--- src/rtl/riscv_pkg.sv ---
// Shared fetch/decode definitions: datapath width, canonical NOP, buffer occupancy
// encoding and the pipe-entry record carried from fetch into decode.
// Pure definitions; no timing or flow control.
package riscv_pkg;

    localparam int XLEN = 32;
    localparam logic [XLEN-1:0] NOP_INSTR = 32'h0000_0013;

    typedef enum logic [1:0] {
        OCC_EMPTY = 2'd0,
        OCC_ONE   = 2'd1,
        OCC_FULL  = 2'd2
    } occ_t;

    typedef struct packed {
        logic            valid;
        logic [XLEN-1:0] pc;
        logic [XLEN-1:0] instr;
        logic            misaligned;
    } pipe_entry_t;

    function automatic logic pc_misaligned(input logic [XLEN-1:0] pc);
        return pc[1:0] != 2'b00;
    endfunction

endpackage

--- src/rtl/if_id_entry.sv ---
// Single loadable pipe-entry register; clear returns it to the canonical empty (NOP) value.
// Latency: load visible one cycle later. Reset outranks clear, clear outranks load.
// Backpressure: none; the parent decides when to load or clear.
module if_id_entry
    import riscv_pkg::*;
#(
    parameter logic [XLEN-1:0] CLR_INSTR = NOP_INSTR
) (
    input  logic        clk,
    input  logic        reset,
    input  logic        clr,
    input  logic        ld,
    input  pipe_entry_t d,
    output pipe_entry_t q
);

    always_ff @(posedge clk) begin
        if (reset || clr) begin
            q.valid      <= 1'b0;
            q.pc         <= '0;
            q.instr      <= CLR_INSTR;
            q.misaligned <= 1'b0;
        end else if (ld) begin
            q <= d;
        end
    end

endmodule

--- src/rtl/if_id_buffer.sv ---
// Two-entry elastic IF/ID buffer (head + skid) with flush and NOP on empty slots.
// Latency: accepted pair is on the outputs the next cycle; 1 entry/cycle when decode is ready.
// Backpressure: in_ready is registered (!skid.valid), so one extra entry is absorbed after a stall.
module if_id_buffer #(
    parameter int          XLEN      = riscv_pkg::XLEN,
    parameter logic [31:0] NOP_INSTR = riscv_pkg::NOP_INSTR
) (
    input  logic            clk,
    input  logic            reset,
    input  logic            in_valid,
    output logic            in_ready,
    input  logic [XLEN-1:0] in_pc,
    input  logic [XLEN-1:0] in_instr,
    input  logic            flush,
    output logic            out_valid,
    input  logic            out_ready,
    output logic [XLEN-1:0] out_pc,
    output logic [XLEN-1:0] out_instr,
    output logic            out_misaligned,
    output logic [1:0]      occupancy
);

    import riscv_pkg::*;

    occ_t        occ, occ_nxt;
    pipe_entry_t head_q, skid_q, head_d, in_entry;
    logic        head_ld, head_clr, skid_ld, skid_clr;
    logic        accept, pop;

    assign in_ready = ~skid_q.valid;
    assign accept   = in_valid & in_ready;
    assign pop      = head_q.valid & out_ready;

    assign in_entry.valid      = 1'b1;
    assign in_entry.pc         = in_pc;
    assign in_entry.instr      = in_instr;
    assign in_entry.misaligned = pc_misaligned(in_pc);

    always_comb begin
        occ_nxt  = occ;
        head_d   = in_entry;
        head_ld  = 1'b0;
        head_clr = 1'b0;
        skid_ld  = 1'b0;
        skid_clr = 1'b0;
        if (flush) begin
            // a same-cycle pop is still consumed by decode; nothing else survives
            head_clr = 1'b1;
            skid_clr = 1'b1;
            occ_nxt  = OCC_EMPTY;
        end else begin
            unique case (occ)
                OCC_EMPTY: begin
                    if (accept) begin
                        head_ld = 1'b1;
                        occ_nxt = OCC_ONE;
                    end
                end
                OCC_ONE: begin
                    if (accept && pop) begin
                        head_ld = 1'b1;
                    end else if (accept) begin
                        skid_ld = 1'b1;
                        occ_nxt = OCC_FULL;
                    end else if (pop) begin
                        head_clr = 1'b1;
                        occ_nxt  = OCC_EMPTY;
                    end
                end
                OCC_FULL: begin
                    if (pop) begin
                        head_d   = skid_q;
                        head_ld  = 1'b1;
                        skid_clr = 1'b1;
                        occ_nxt  = OCC_ONE;
                    end
                end
                default: begin
                    head_clr = 1'b1;
                    skid_clr = 1'b1;
                    occ_nxt  = OCC_EMPTY;
                end
            endcase
        end
    end

    always_ff @(posedge clk) begin
        if (reset) begin
            occ <= OCC_EMPTY;
        end else begin
            occ <= occ_nxt;
        end
    end

    if_id_entry #(.CLR_INSTR(NOP_INSTR)) u_head (
        .clk   (clk),
        .reset (reset),
        .clr   (head_clr),
        .ld    (head_ld),
        .d     (head_d),
        .q     (head_q)
    );

    if_id_entry #(.CLR_INSTR(NOP_INSTR)) u_skid (
        .clk   (clk),
        .reset (reset),
        .clr   (skid_clr),
        .ld    (skid_ld),
        .d     (in_entry),
        .q     (skid_q)
    );

    assign out_valid      = head_q.valid;
    assign out_pc         = head_q.pc;
    assign out_instr      = head_q.instr;
    assign out_misaligned = head_q.misaligned;
    assign occupancy      = occ;

endmodule

--- config.mk ---
export PLATFORM = sky130hd
export DESIGN_NAME = if_id_buffer
export DESIGN_NICKNAME = d
export VERILOG_FILES = /design/src/rtl/riscv_pkg.sv /design/src/rtl/if_id_entry.sv /design/src/rtl/if_id_buffer.sv
export SDC_FILE = /design/constraint.sdc
export NUM_CORES = 1
export LEC_CHECK = 0
export CAP_MARGIN = 20
export CORE_ASPECT_RATIO = 0.6
export CORE_MARGIN = 1.5
export CORE_UTILIZATION = 35
export CTS_BUF_LIST = sky130_fd_sc_hd__clkbuf_16
export CTS_CLUSTER_DIAMETER = 200
export DETAILED_ROUTE_END_ITERATION = 16
export SYNTH_ARGS = -nofsm -noshare
export SYNTH_HDL_FRONTEND = slang
export SYNTH_SLANG_ARGS = --single-unit
export TNS_END_PERCENT = 10
--- constraint.sdc ---
create_clock -name clk -period 2.1 [get_ports clk]
set_input_delay 0.42 -clock clk [delete_from_list [all_inputs] [get_ports clk]]
set_output_delay 0.42 -clock clk [all_outputs]
set_load 0.02 [all_outputs]
==> results.ini <==
[logic_synthesis]
synth_area_leader_cell = dfxtp_1
ys_warn_count = 0
synth_cell_types = 31
ys_top_cells_by_area = dfxtp_1 52%, nand2_1 18%, a31oi_1 7.5%, a21oi_1 6.1%, o21ai_0 4.0%
yosys-top-cells-count = 253 x nand2_1, 134 x dfxtp_1, 63 x a21oi_1
synth_nets = 735
synth_area_per_cell_um2 = 7.808
netlist_area_um2 = 5200
synth_most_common_cell = nand2_1
synth_edf_count = 0
synthFlopType = dfxtp_1
netlist_instances = 666
ys_ff_latch = 134
synth_top_area_share_pct = 51.59
ys_seq_area_share_pct = 51.59
synthArstFlopShare_pct = 0

[clocking]
clk_pin_slew_ns = 0.06
cts_buffers = 17
cts_sinks = 134
post_cts_resized = 0
cts_hold_buf = 0
ctsLongestPathBuffers = 2
cts_setup_buffers = 0
clk_latency_ns = 0.41
clockRootBuffer = clkbuf_16
cts_tree = yes
h-tree-depth = 4

[drt]
dr.pass1.iters = 5
viasPerCell = 5.062
first_iter_violations = 377
finalWirelength_mm = 15.56
avgRoutedWirePerCell_um = 15.46
num_vias = 5097
ant_nets = 0
remaining_drc_errors = 0

[global_routing]
track_usage_pct = 20.63
globalRouteOverflowTotal = 0
grt_max_degree = 48
grt_pass1_wl_mm = 25.45
antenna_found_initial = 0
first_global_vias = 4958

[critical_path]
crit_type = register to output pin
crit_path_end_kind = output pin
crit_path_start_kind = register
rrSetupSlack_ns = 0.23
critPathBufInv = 1
cp_top_family = buffers and inverters
cp_max_fo = 10
critPathRequiredTime_ns = 1.68
cp_slowest_cell = clkdlybuf4s50_1
path_cells = clkdlybuf4s50_1
cpPeakStageDelay_ns = 0.67
worst-endpoint-arrival_ns = 1.57

[placed_design]
placed_cell_area_um2 = 7022
place_inst = 975
hpwl_mm = 10.32
place_congestion = 0.8652
portBuffers = 137

[sta]
rsz0062_at_grt = false
skew_ns = 0.008529
hold_slack_ns = 0.4537
worst_slew_pin_slew_ns = 0.3587
period_needed_ns = 1.990
max_freq_mhz = 502.5
drv_slew = 0
slew_headroom_pct = 75.83
setup_viol = 0
hold_violations = 0
post-route-period-util_pct = 94.77

[finish]
fill_cells = 1314
post_layout_nonfiller_instances = 1007
syn_to_final_growth_pct = 47.14
antenna-diode-count = 0
drive_gt1_share_pct = 8.653
fin_area_um2 = 7651
fin_nets = 865

[power]
leakage_nw = 2.745
p_per_area_nw_per_um2 = 833.2
peakVddDrop_mv = 0.3389

[run]
maxCapViolations = 0

[die]
std_cell_rows = 34
core-area_um2 = 14510
dieWidth_um = 160.4
die_area_um2 = 15620
io_pins = 138
start_util_pct = 35.85
die_height_um = 97.42

[min_path]
hold_path.class = register to register

[run_status]
status = completed

power breakdown:
part	leakage, nW	internal [mW]	switching, mW
sequential	1.09	2.59	0.0346
combinational	1.35	0.297	0.284
clock	0.309	2.00	1.17
total	2.74	4.89	1.49
path summary, 6_finish.rpt:
kind                startpoint           end  cells past startpoint
setup / recovery  occupancy[1]  occupancy[1]                      1
hold / removal    u_skid.q[18]  u_skid.q[18]                      2
setup reg to reg  occupancy[1]   u_head.q[2]                      5
hold reg to reg   u_skid.q[18]  u_skid.q[18]                      2
area by class of cell:
type / count / area (um^2) / share of cell area [%]
flip-flops and latches: 134 / 2684 / 35.08
well taps: 198 / 247.7 / 3.238
multi-input cells: 476 / 2273 / 29.71
repair buffers: 166 / 1814 / 23.71
clock buffers: 17 / 425.4 / 5.560
clock inverters: 15 / 202.7 / 2.649
inverters: 1 / 3.754 / 0.04906
routing by layer:
metal | part of all wire [%] | vias to the layer above | routed length, um | global-route usage (%)
li1 | - | 2524 | - | -
met4 | 0.52 | 0 | 81 | 5.823
met1 | 49 | 2386 | 7704 | 29.33
met3 | 6.7 | 7 | 1045 | 5.463
met5 | 0 | - | 0 | 0
met2 | 43 | 180 | 6733 | 30.60
flip-flops by register name (all words and copies together) (netlist names):
register	count
u_head.q	66
u_skid.q	66
occupancy	2
logic make-up (layout without fill, tap and decap cells):
logic type             Yosys count  after routing  share of synthesized area (%)
flip-flops                     134            134                          51.59
AND/OR/NAND/NOR                273            273                          20.74
multiplexers                     5              5                         0.9625
AO/OA/AOI/OAI                  198            198                          21.32
buffers and inverters           56            199                          5.390
per-stage QoR:
stage | setup TNS (ns) | utilization, % | worst slack, ns | total power [mW]
after floorplan | 0 | - | 0.2800 | 2.917
after global placement | -5.906 | 48.40 | -0.1744 | 3.251
after detailed placement | -8.383 | 48.40 | -0.2314 | 3.262
after CTS | 0 | 52.73 | 0.07302 | 6.427
after global routing | 0 | 52.74 | 0.04070 | 6.599
final | 0 | 52.74 | 0.1099 | 6.375
placed cells by master (no fill, tap or decap), types with 2 or more instances in the layout:
cell type,netlist,routed
a21oi_1,63,63
a2bb2oi_1,3,3
a31oi_1,62,61
and2_1,4,3
buf_12,0,18
buf_4,12,11
bufinv_16,0,4
clkbuf_16,0,17
clkdlybuf4s50_1,0,137
clkinv_2,0,2
clkinv_4,0,4
dfxtp_1,134,133
inv_1,1,2
inv_6,0,3
mux2i_1,5,5
nand2_1,253,251
nand2_2,0,2
nand2b_1,3,3
nand4_1,3,3
nor2_1,4,3
o21ai_0,42,42
o21ai_1,20,20
No activity file was read; power rests on OpenSTA's default activity.
